==> config.mk <==
export PLATFORM = sky130hd
export DESIGN_NAME = rca_seq_ctrl
export DESIGN_NICKNAME = d
export VERILOG_FILES = /design/src/rtl/rca_seq_ctrl.sv
export SDC_FILE = /design/constraint.sdc
export NUM_CORES = 1
export LEC_CHECK = 0
export ABC_CLOCK_PERIOD_IN_PS = 2700
export BUFFER_PORTS_ARGS = -buffer_cell sky130_fd_sc_hd__buf_4
export CORE_ASPECT_RATIO = 0.75
export CORE_UTILIZATION = 50
export DETAILED_ROUTE_END_ITERATION = 6
export MAX_ROUTING_LAYER = met4
export PLACE_DENSITY = 0.85
export SYNTH_ARGS = -nofsm -noshare
export SYNTH_HDL_FRONTEND = slang
export SYNTH_SLANG_ARGS = --single-unit
==> constraint.sdc <==
create_clock -name clk_i -period 2.7 [get_ports clk_i]
set_input_delay 0.405 -clock clk_i [delete_from_list [all_inputs] [get_ports clk_i]]
set_output_delay 0.405 -clock clk_i [all_outputs]
set_load 0.02 [all_outputs]
==> src/rtl/rca_seq_ctrl.sv <==
// Sequential wide adder controller: walks WORDS 16-bit slices through an external
// ripple-carry adder, holding each slice SETTLE cycles before capturing its result.
module rca_seq_ctrl #(
  parameter int unsigned WORDS  = 4,
  parameter int unsigned SETTLE = 2
) (
  input  logic                  clk_i,
  input  logic                  rst_i,
  input  logic                  in_valid_i,
  output logic                  in_ready_o,
  input  logic [16*WORDS-1:0]   a_i,
  input  logic [16*WORDS-1:0]   b_i,
  input  logic                  cin_i,
  output logic                  out_valid_o,
  input  logic                  out_ready_i,
  output logic [16*WORDS-1:0]   sum_o,
  output logic                  cout_o,
  output logic [15:0]           add_a_o,
  output logic [15:0]           add_b_o,
  output logic                  add_cin_o,
  input  logic [15:0]           add_sum_i,
  input  logic                  add_cout_i
);

  localparam int unsigned IdxW = (WORDS > 1) ? $clog2(WORDS) : 1;
  localparam int unsigned CntW = (SETTLE > 1) ? $clog2(SETTLE) : 1;

  localparam logic [1:0] StIdle = 2'd0;
  localparam logic [1:0] StRun  = 2'd1;
  localparam logic [1:0] StDone = 2'd2;

  logic [1:0]          state_q, state_d;
  logic [16*WORDS-1:0] a_q, a_d;
  logic [16*WORDS-1:0] b_q, b_d;
  logic [16*WORDS-1:0] sum_q, sum_d;
  logic                carry_q, carry_d;
  logic                cout_q, cout_d;
  logic [IdxW-1:0]     idx_q, idx_d;
  logic [CntW-1:0]     cnt_q, cnt_d;

  logic last_cnt, last_idx;
  assign last_cnt = (cnt_q == CntW'(SETTLE - 1));
  assign last_idx = (idx_q == IdxW'(WORDS - 1));

  always_comb begin
    state_d = state_q;
    a_d     = a_q;
    b_d     = b_q;
    sum_d   = sum_q;
    carry_d = carry_q;
    cout_d  = cout_q;
    idx_d   = idx_q;
    cnt_d   = cnt_q;
    case (state_q)
      StIdle: begin
        if (in_valid_i) begin
          a_d     = a_i;
          b_d     = b_i;
          carry_d = cin_i;
          sum_d   = '0;
          idx_d   = '0;
          cnt_d   = '0;
          state_d = StRun;
        end
      end
      StRun: begin
        // Adder outputs are only trusted on the final settle cycle of a slice.
        if (last_cnt) begin
          sum_d[16*idx_q +: 16] = add_sum_i;
          carry_d               = add_cout_i;
          cnt_d                 = '0;
          if (last_idx) begin
            cout_d  = add_cout_i;
            state_d = StDone;
          end else begin
            idx_d = idx_q + 1'b1;
          end
        end else begin
          cnt_d = cnt_q + 1'b1;
        end
      end
      StDone: begin
        if (out_ready_i) state_d = StIdle;
      end
      default: state_d = StIdle;
    endcase
  end

  always_ff @(posedge clk_i) begin
    if (rst_i) begin
      state_q <= StIdle;
      a_q     <= '0;
      b_q     <= '0;
      sum_q   <= '0;
      carry_q <= 1'b0;
      cout_q  <= 1'b0;
      idx_q   <= '0;
      cnt_q   <= '0;
    end else begin
      state_q <= state_d;
      a_q     <= a_d;
      b_q     <= b_d;
      sum_q   <= sum_d;
      carry_q <= carry_d;
      cout_q  <= cout_d;
      idx_q   <= idx_d;
      cnt_q   <= cnt_d;
    end
  end

  assign in_ready_o  = (state_q == StIdle);
  assign out_valid_o = (state_q == StDone);
  assign sum_o       = sum_q;
  assign cout_o      = cout_q;
  assign add_a_o     = (state_q == StRun) ? a_q[16*idx_q +: 16] : '0;
  assign add_b_o     = (state_q == StRun) ? b_q[16*idx_q +: 16] : '0;
  assign add_cin_o   = (state_q == StRun) ? carry_q : 1'b0;

endmodule

# Word level (Yosys, flattened, before mapping)
# Index checks and enable logic that the tools add are counted.
[word_totals]
ff_bits = 199
output_inout_bits = 100
word_cells = 53
in_bits = 150
[classes]
reduce_logical = 8
n_addsub = 3
eq_ne = 8
shifts = 4
mux = 22
[ops]
columns = ["op", "n"]
rows = [
  ["$mux 64", 2],
  ["$pmux 64 s2", 1],
  ["$shiftx 64x7->16", 2],
  ["$bwmux 64", 1],
  ["$shift 16x34->64 const A", 1],
  ["$shiftx 16x34->64", 1],
  ["$neg 6->34", 1],
  ["$mux 16", 2],
  ["$mux 2", 7],
  ["$ne 2x2->1 const B", 4],
  ["$reduce_and 4->1", 2],
  ["$pmux 2 s3", 1],
  ["$reduce_and 3->1", 2],
  ["$mux 1", 5],
  ["$eq 2x2->1 const B", 2],
  ["$pmux 1 s2", 2],
  ["$pmux 2 s2", 1],
  ["$reduce_and 2->1", 2],
  ["$add 2x1->2 const B", 1],
  ["$eq 2x1->1 const B", 1],
  ["$logic_not 2->1", 1],
  ["$ne 2x1->1 const B", 1],
  ["$reduce_bool 2->1", 1],
  ["$add 1x1->1 const B", 1],
]

# Logic depth before layout (Yosys ltp)
# Gate-level depths: netlist of the first run.
[depth]
ltp_word = 5
depth_mapped = 10
mapped_depth_nobuf = 5

# Worst setup path before layout of the first run
# Ideal clock, no wire load.
[synth_timing]
kind = "reg-to-reg"
from = "reg idx_q[1]"
to = "reg sum_q[52], in the netlist sum_o[52]"
slack_ns = 0.384
t_arrival_ns = 2.200
t_required_ns = 2.584
stages_incl_launch_ff = 10
setup_ns = 0.116
path_cell_list = "dfxtp_1 > buf_2 > buf_1 > inv_1 > ha_1 > and4bb_2 > and2_1 > clkbuf_1 > buf_2 > a31o_2"
[synth_via]
elab_chain_cells = 5
[synth_lines]
columns = ["item", "line_no", "text"]
rows = [
  ["start: declaration", "38", "logic [IdxW-1:0] idx_q, idx_d;"],
  ["start signal: assignment", "106", "idx_q <= idx_d;"],
  ["$neg 6->34 (*)", "69", "sum_d[16*idx_q +: 16] = add_sum_i;"],
  ["$shiftx 16x34->64 or $shift 16x34->64 (tied branches)", "69", ""],
  ["$bwmux 64 (*)", "69", ""],
  ["$mux 64 (*)", "68", "if (last_cnt) begin"],
  ["$pmux 64 s2 (*)", "54", "case (state_q)"],
  ["end signal: assignment", "103", "sum_q <= sum_d;"],
  ["end: declaration", "35", "logic [16*WORDS-1:0] sum_q, sum_d;"],
]
# Mark *: on every way between the ends. The rest lies on a longest branch, timed or not. The select of a mux whose other input is x is not followed.
# A chain may end at the register's enable or synchronous reset.

# Worst setup path in the final report of the first run
[layout_timing]
from = "reg state_q[1]"
to = "out add_a_o[6]"
[layout_via]
elab_chain_cells = 2
[layout_lines]
columns = ["item", "line_no", "text"]
rows = [
  ["start: declaration", "32", "logic [1:0] state_q, state_d;"],
  ["start signal: assignment", "91", "state_q <= StIdle;"],
  ["start signal: assignment", "100", "state_q <= state_d;"],
  ["$eq 2x1->1", "115", "assign add_a_o = (state_q == StRun) ? a_q[16*idx_q +: 16] : '0;"],
  ["$mux 16", "115", ""],
  ["end: declaration", "18", "output logic [15:0] add_a_o,"],
]
# Every way passes these cells.

==> flow_summary.yaml, run 1 <==
status:
  status: "finished, final reports clean"
sta:
  period_needed_ps: 2430
  hold_violations: 0
  slew_headroom: 0.324
  setup_viol: 0
  slew_violations: 0
  max_freq_ghz: 0.412
  grt_setup_unrepaired: "false"
  clock_skew_ps: 11.4
  finalCritPeriodShare: 0.900
  worst_slack_ps: 270
  tightest_slew_ps: 1010
  finalSetupTns_ps: 0
worst_hold_path:
  min_from: "rst_i"
  min_to: "idx_q[1]"
  hp-class: "input pin to flip-flop"
  hold_depth: 2
setup_path:
  worstPathRequired_ps: 2300
  rr_worst_depth: 5
  crit_fanout: 33
  start_kind: "flip-flop"
  crit_path_end_kind: "output port"
  r2r-end: "sum_o[19]"
  reg2reg_from: "idx_q[0]"
  arrival_ps: 2030
  critical_path_class: "flip-flop to output port"
  ff2ff_setup_slack_ps: 570
yosys:
  synth_top_area_share: 0.454
  yosysWarnings: 0
  synth_top_cell_by_area: "dfxtp_1"
  synth_edf_count: 0
  synthFlopType: "dfxtp_1"
  async_reset_ff_frac: 0
  synth_commonest_cells: "259 x nand2_1, 199 x dfxtp_1, 129 x a21oi_1"
  synth_seq_cells: 199
  synth_area_per_cell_um2: 9.05
  synth_most_common_cell: "nand2_1"
  syn_nets: 1126
  ys_types: 45
  syn_area_mm2: 0.00878
  synth_area_leaders: "dfxtp_1 45%, nand2_1 11%, mux4_2 8.2%, a21oi_1 7.4%, nand2b_1 2.8%"
  synthCells: 971
  synth-seq-area-share: 0.454
clock_network:
  cts.htree.levels: 4
  clk_path_buf_depth: 2
  postCtsSetupBuffers: 0
  insertion_delay_ps: 430
  cts_tree: "built"
  root_buffer: "clkbuf_16"
  clkSinkCount: 199
  cts_resized: 0
  hold_buffers: 0
  cts_made_buffers: 17
  clkTransAtPathRegs_ps: 60
detailed_routing:
  vias: 7832
  wire_per_inst_um: 17.4
  ant_nets: 0
  vias_per_cell: 5.53
  drt_wl_total_um: 24600
  detailedRoute.firstPassIterationCount: 7
  first_iter_violations: 614
  drc: 0
final_layout:
  area_growth_pct: 28.9
  multi_input_area_mm2: 0.00430
  final_nets: 1323
  design_area_mm2: 0.0113
  num_antenna_cells: 0
  finalNonFillerCells: 1416
  drive_above_1_share: 0.303
  layout.area.seq_mm2: 0.00399
  num-fill-cells: 1354
floorplanning:
  pin_count: 250
  row_count: 41
  die_h_um: 117
  core-area_mm2: 0.0170
  die_w_um: 155
  start_util: 0.517
  die_area_mm2: 0.0181
grt:
  grt_max_degree: 198
  antenna_found_initial: 0
  track_usage: 0.280
  first_global_vias: 7421
  grt_overflow: 0
  grt_pass1_wl_um: 38300
pwr:
  ir_drop_v: 0.000383
  power.density_mw_per_mm2: 577
  power.total_mw: 6.54
  p_leak_nw: 4.55
placed_design:
  dp.cells: 1385
  dp_slack_ps: 629
  io_buffers: 249
  dp_hpwl_um: 16500
  gp_congestion: 0.835
  placed_area_mm2: 0.0107
run:
  max_cap_violations: 0
## placed cells by master, fill, tap and decap left out, types with 12 or more instances in the layout
cell type / instances
nand2b_1: 40
dfxtp_1: 197
buf_4: 265
clkbuf_16: 17
nand2_1: 259
o2111ai_1: 12
nor2b_1: 34
mux4_2: 32
a21oi_1: 129
a31o_2: 16
and4b_1: 12
o21ai_0: 18
nand4b_1: 16
mux2i_1: 19
nor4b_1: 26
## metrics by stage
stage	util	hold slack, ps
3_3_place_gp	0.632	439
3_5_place_dp	0.632	444
4_1_cts	0.667	175
6_report	0.667	189
2_1_floorplan	-	433
5_1_grt	0.667	182
## logic make-up after synthesis
logic type | Yosys count | share of synthesized area
mux | 51 | 0.104
compound gates | 203 | 0.137
flops | 199 | 0.454
simple gates | 413 | 0.241
fa+ha+maj | 5 | 0.00712
buf+inv | 100 | 0.0573
## layout make-up
type                       instances  share of cell area
tap                              236              0.0261
clock buffer                      21              0.0407
timing repair buffer             272               0.187
clock inverter                    10              0.0125
multi-input combinational        672               0.380
inverter                           6             0.00199
sequential                       199               0.352
## critical path, cell delays in order, from the launching register on
cell	delay, ps
dfxtp_1	820
nand2b_1	290
buf_12	240
nor2b_1	90
buf_4	160
## flip-flops by register name (all words and copies together) (netlist names)
signal	count
state_q	2
a_q	64
carry_q	1
cout_o	1
idx_q	2
b_q	64
cnt_q	1
sum_o	64
## where the power goes
group          total, mW  internal (mW)  leakage [nW]  switching (mW)
clock network       2.62           1.51         0.290            1.11
registers           3.12           3.06          1.62          0.0675
logic              0.790          0.371          2.64           0.419
## worst max-delay path by stage
stage	cells after the start	endpoint	slack (ps)	start
after global placement	5	sum_o[29]	690	idx_q[1]
after floorplan	9	sum_o[52]	380	idx_q[1]
after global routing	4	add_a_o[6]	160	state_q[1]
after CTS	5	add_b_o[0]	280	idx_q[1]
final	4	add_a_o[6]	270	state_q[1]
after detailed placement	5	sum_o[43]	630	idx_q[1]
## per-layer routing
layer / global-route usage / share of wire / up-vias
li1: - / - / 3759
met1: 0.377 / 0.44 / 3719
met2: 0.417 / 0.46 / 317
met3: 0.0596 / 0.077 / 37
met4: 0.0990 / 0.017 / 0
met5: - / 0 / -
No activity file was read; power rests on OpenSTA's default activity.
==> run 2, diff against run 1 <==
--- a/config.mk
+++ b/config.mk
@@ -5,13 +5,15 @@
 export SDC_FILE = /design/constraint.sdc
 export NUM_CORES = 1
 export LEC_CHECK = 0
+export ABC_AREA = 1
 export ABC_CLOCK_PERIOD_IN_PS = 2700
 export BUFFER_PORTS_ARGS = -buffer_cell sky130_fd_sc_hd__buf_4
 export CORE_ASPECT_RATIO = 0.75
-export CORE_UTILIZATION = 50
+export CORE_UTILIZATION = 38
+export CTS_BUF_LIST = sky130_fd_sc_hd__clkbuf_16
 export DETAILED_ROUTE_END_ITERATION = 6
 export MAX_ROUTING_LAYER = met4
-export PLACE_DENSITY = 0.85
+export PLACE_DENSITY = 0.69
 export SYNTH_ARGS = -nofsm -noshare
 export SYNTH_HDL_FRONTEND = slang
 export SYNTH_SLANG_ARGS = --single-unit
==> flow_summary.yaml, run 2 <==
status:
  status: "finished, final reports clean"
clock_network:
  cts_tree: "built"
  insertion_delay_ps: 440
  clkTransAtPathRegs_ps: 70
  clk_path_buf_depth: 2
  cts_resized: 0
  root_buffer: "clkbuf_16"
  cts_made_buffers: 17
  hold_buffers: 0
  cts.htree.levels: 4
  clkSinkCount: 199
  postCtsSetupBuffers: 0
setup_path:
  start_kind: "flip-flop"
  worstPathRequired_ps: 2300
  crit_fanout: 42
  critical_path_class: "flip-flop to output port"
  reg2reg_from: "idx_q[0]"
  crit_path_end_kind: "output port"
  rr_worst_depth: 8
  ff2ff_setup_slack_ps: 620
  arrival_ps: 2080
  r2r-end: "sum_o[26]"
yosys:
  ys_types: 26
  synth_area_leaders: "dfxtp_1 44%, nor2_1 23%, o21ai_0 11%, nand2_1 6.6%, inv_1 3.1%"
  synth_edf_count: 0
  synth_most_common_cell: "nor2_1"
  synth_area_per_cell_um2: 6.48
  synth-seq-area-share: 0.436
  synth_top_cell_by_area: "dfxtp_1"
  syn_nets: 1566
  synth_top_area_share: 0.436
  synth_commonest_cells: "552 x nor2_1, 199 x dfxtp_1, 193 x o21ai_0"
  synthFlopType: "dfxtp_1"
  yosysWarnings: 0
  synthCells: 1411
  synth_seq_cells: 199
  syn_area_mm2: 0.00915
  async_reset_ff_frac: 0
detailed_routing:
  wire_per_inst_um: 14.7
  first_iter_violations: 680
  vias_per_cell: 4.95
  drt_wl_total_um: 28100
  ant_nets: 0
  vias: 9461
  drc: 0
  detailedRoute.firstPassIterationCount: 7
floorplanning:
  die_w_um: 181
  die_h_um: 136
  start_util: 0.393
  row_count: 48
  die_area_mm2: 0.0247
  core-area_mm2: 0.0233
  pin_count: 250
final_layout:
  area_growth_pct: 28.6
  final_common_cell: "nor2_1"
  finalNonFillerCells: 1912
  layout_common_cells: "552 x nor2_1, 264 x buf_4, 198 x dfxtp_1"
  design_area_mm2: 0.0118
  utilization: 0.505
  drive_above_1_share: 0.197
  final_nets: 1753
pwr:
  p_leak_nw: 5.38
  power.density_mw_per_mm2: 709
  ir_drop_v: 0.000454
sta:
  holdWs_ps: 191
  slew_violations: 0
  setup_viol: 0
  hold_violations: 0
  clock_skew_ps: 11.4
  tightest_slew_ps: 631
  finalSetupTns_ps: 0
  max_freq_ghz: 0.403
  slew_headroom: 0.579
  grt_setup_unrepaired: "false"
  period_needed_ps: 2480
  finalCritPeriodShare: 0.919
worst_hold_path:
  min_from: "rst_i"
  hold_depth: 2
  hp-class: "input pin to flip-flop"
  min_to: "cout_o"
grt:
  grt_max_degree: 86
  first_global_vias: 8430
  track_usage: 0.232
  grt_pass1_wl_um: 43700
  grt_overflow: 0
  antenna_found_initial: 1
placed_design:
  dp.cells: 1879
  gp_congestion: 0.931
  placed_area_mm2: 0.0111
  io_buffers: 249
  dp_hpwl_um: 19600
run:
  max_cap_violations: 0
==> run 2: cell types whose count changed in the layout (fill, tap and decap cells not counted), moves of 29 or more <==
| cell | delta |
|---|---|
| inv_1 | +67 |
| nor2_1 | +547 |
| nor3_1 | +29 |
| mux4_2 | -32 |
| nand2b_1 | -40 |
| nand2_1 | -99 |
| nor2b_1 | -34 |
| o21ai_0 | +175 |
| nand3_1 | +35 |
| a21oi_1 | -91 |
==> run 2: how the worst max path moves through the flow <==
| stage | startpoint | end | depth (start not counted) |
|---|---|---|---|
| floorplan | idx_q[1] | sum_o[31] | 12 |
| global placement | idx_q[0] | add_b_o[4] | 6 |
| detailed placement | idx_q[0] | sum_o[26] | 8 |
| CTS | idx_q[0] | add_b_o[0] | 6 |
| global route | idx_q[0] | add_b_o[4] | 6 |
| finish | idx_q[0] | add_b_o[4] | 6 |
==> run 2: layer usage <==
layer	vias to the layer above	routed length, µm	track usage
met4	0	309	0.0626
met3	22	2510	0.0656
met2	347	12400	0.344
met5	-	0	-
li1	4786	-	-
met1	4306	12900	0.307
==> run 2: logic make-up after synthesis <==
| logic type | Yosys count | share of synthesized area |
|---|---|---|
| adder cells (fa/ha/maj) | 5 | 0.00684 |
| buffers and inverters | 180 | 0.0863 |
| AO/OA/AOI/OAI | 233 | 0.128 |
| AND/OR/NAND/NOR | 794 | 0.343 |
| flip-flops | 199 | 0.436 |
==> run 2: cell type report <==
cell class	instances	area [µm²]
multi-input combinational	1032	4380
clock buffer	17	425
fill	2411	11500
inverter	78	298
timing repair buffer	270	2100
clock inverter	15	199
sequential	199	3990
antenna	1	2.50
tap	300	375
==> run 2: power breakdown <==
part           switching, mW  internal (mW)  total, mW
Clock                   1.20           1.56       2.76
Combinational           1.36          0.819       2.18
Sequential             0.159           3.23       3.39
==> run 2: worst max-delay path, cell delays in order, from the launching register on <==
cell and delay [ps]:
dfxtp_4 360, inv_2 260, buf_12 250, buf_4 210, o21ai_0 140, a21oi_1 210, buf_4 170
==> run 2: per-stage QoR <==
stage	total power, mW	worst slack, ps
3_5_place_dp	5.64	663
5_1_grt	8.78	104
3_3_place_gp	5.60	713
2_1_floorplan	4.84	639
4_1_cts	8.40	177
6_report	8.34	219
==> run 3, diff against run 2 <==
--- a/config.mk
+++ b/config.mk
@@ -12,6 +12,7 @@
 export CORE_UTILIZATION = 38
 export CTS_BUF_LIST = sky130_fd_sc_hd__clkbuf_16
 export DETAILED_ROUTE_END_ITERATION = 6
+export GPL_TIMING_DRIVEN = 0
 export MAX_ROUTING_LAYER = met4
 export PLACE_DENSITY = 0.69
 export SYNTH_ARGS = -nofsm -noshare
==> flow_summary.yaml, run 3 (synthesis gave the netlist of run 2 again) <==
pwr:
  netSwitchingFraction: 0.350
  p_leak_nw: 5.53
  intPower_mw: 5.32
  ir_drop_v: 0.000447
  combinationalPowerShare: 0.284
  netSwitchingPower_mw: 2.87
  power.density_mw_per_mm2: 682
  seqPwrFrac: 0.413
  clkPwrFrac: 0.303
  power.total_mw: 8.19
grt:
  grt_pass1_wl_um: 46200
  grt_overflow: 0
  first_global_vias: 8771
  track_usage: 0.250
  grt_max_degree: 20
  antenna_found_initial: 1
worst_hold_path:
  min_to: "state_q[0]"
  hold_depth: 2
  hp-class: "input pin to flip-flop"
  min_from: "rst_i"
floorplanning:
  core-area_mm2: 0.0233
  start_util: 0.393
  die_h_um: 136
  die_area_mm2: 0.0247
  row_count: 48
  die_w_um: 181
  pin_count: 250
final_layout:
  design_area_mm2: 0.0120
  finalNonFillerCells: 1995
  drive_above_1_share: 0.207
  utilization: 0.515
  multi_input_area_mm2: 0.00439
  num-fill-cells: 2422
  final_nets: 1836
  layout.area.seq_mm2: 0.00398
  area_growth_pct: 31.3
  final_common_cell: "nor2_1"
  layout_common_cells: "552 x nor2_1, 261 x buf_4, 199 x dfxtp_1"
detailed_routing:
  wire_per_inst_um: 15.4
  first_iter_violations: 838
  ant_nets: 0
  vias: 9813
  drt_wl_total_um: 30600
  drc: 3
  vias_per_cell: 4.92
  detailedRoute.firstPassIterationCount: 7
setup_path:
  r2r-end: "sum_o[31]"
  worstPathRequired_ps: 2300
  arrival_ps: 2170
  ff2ff_setup_slack_ps: 160
  crit_path_end_kind: "output port"
  critical_path_class: "flip-flop to output port"
  crit_fanout: 10
  rr_worst_depth: 12
  reg2reg_from: "idx_q[1]"
  start_kind: "flip-flop"
clock_network:
  insertion_delay_ps: 440
  clk_path_buf_depth: 2
  root_buffer: "clkbuf_16"
  cts_tree: "built"
  hold_buffers: 0
  cts_made_buffers: 17
  clkSinkCount: 199
  clkTransAtPathRegs_ps: 70
  cts.htree.levels: 4
status:
  violations: "design-rule violations"
  status: "complete, but fails checks"
sta:
  slew_headroom: 0.605
  hold_violations: 0
  finalSetupTns_ps: 0
  finalCritPeriodShare: 0.952
  setup_viol: 0
  holdWs_ps: 186
  worst_slack_ps: 130
  slew_violations: 0
  tightest_slew_ps: 593
  max_freq_ghz: 0.389
  clock_skew_ps: 13.9
  period_needed_ps: 2570
placed_design:
  dp_slack_ps: -67.6
  dp_hpwl_um: 24100
  placed_area_mm2: 0.0114
  gp_congestion: 0.920
  dp.cells: 1960
  io_buffers: 249
run:
  max_cap_violations: 0
run 3: metal layers:
metal,vias up,global-route usage,wire (µm)
met3,26,0.0560,2160
li1,4947,-,-
met5,-,-,0
met4,0,0.0504,259
met1,4488,0.351,15100
met2,352,0.366,13100
run 3: power by group through the flow:
| stage | Clock, mW | Combinational [mW] | Sequential, mW |
|---|---|---|---|
| 2_1_floorplan | 0 | 1.29 | 3.55 |
| 3_3_place_gp | 0 | 2.25 | 3.44 |
| 3_5_place_dp | 0 | 2.28 | 3.45 |
| 4_1_cts | 2.51 | 2.30 | 3.39 |
| 5_1_grt | 2.64 | 2.56 | 3.42 |
| 6_report | 2.48 | 2.32 | 3.38 |
run 3: worst max path at each step:
stage / start / end / slack [ps] / depth (start not counted)
final: state_q[1] / add_b_o[14] / 130 / 6
after global routing: idx_q[1] / add_b_o[13] / -6 / 7
after CTS: idx_q[0] / add_b_o[13] / 30 / 7
after detailed placement: idx_q[0] / sum_o[31] / -70 / 11
after global placement: idx_q[0] / sum_o[31] / -50 / 11
after floorplan: idx_q[1] / sum_o[31] / 640 / 12
run 3: final cells by class:
type | count | area share
Antenna cell | 1 | 0.000208
Multi-Input combinational cell | 1032 | 0.365
Buffer | 102 | 0.0427
Clock buffer | 17 | 0.0354
Sequential cell | 199 | 0.332
Tap cell | 300 | 0.0313
Inverter | 78 | 0.0248
Timing Repair Buffer | 251 | 0.157
Clock inverter | 15 | 0.0117
run 3: repair_timing:
action / CTS / global route
setup buffers: 0 / 2
setup endpoints to repair: 29 / 25
cloned: 0 / 0
resized for setup: 8 / 11
run 3: worst max-delay path: stages, from the launching register on:
cell and delay, ps:
dfxtp_1 480, inv_2 120, nand2_1 180, buf_2 320, buf_2 330, a21oi_1 130, buf_4 180
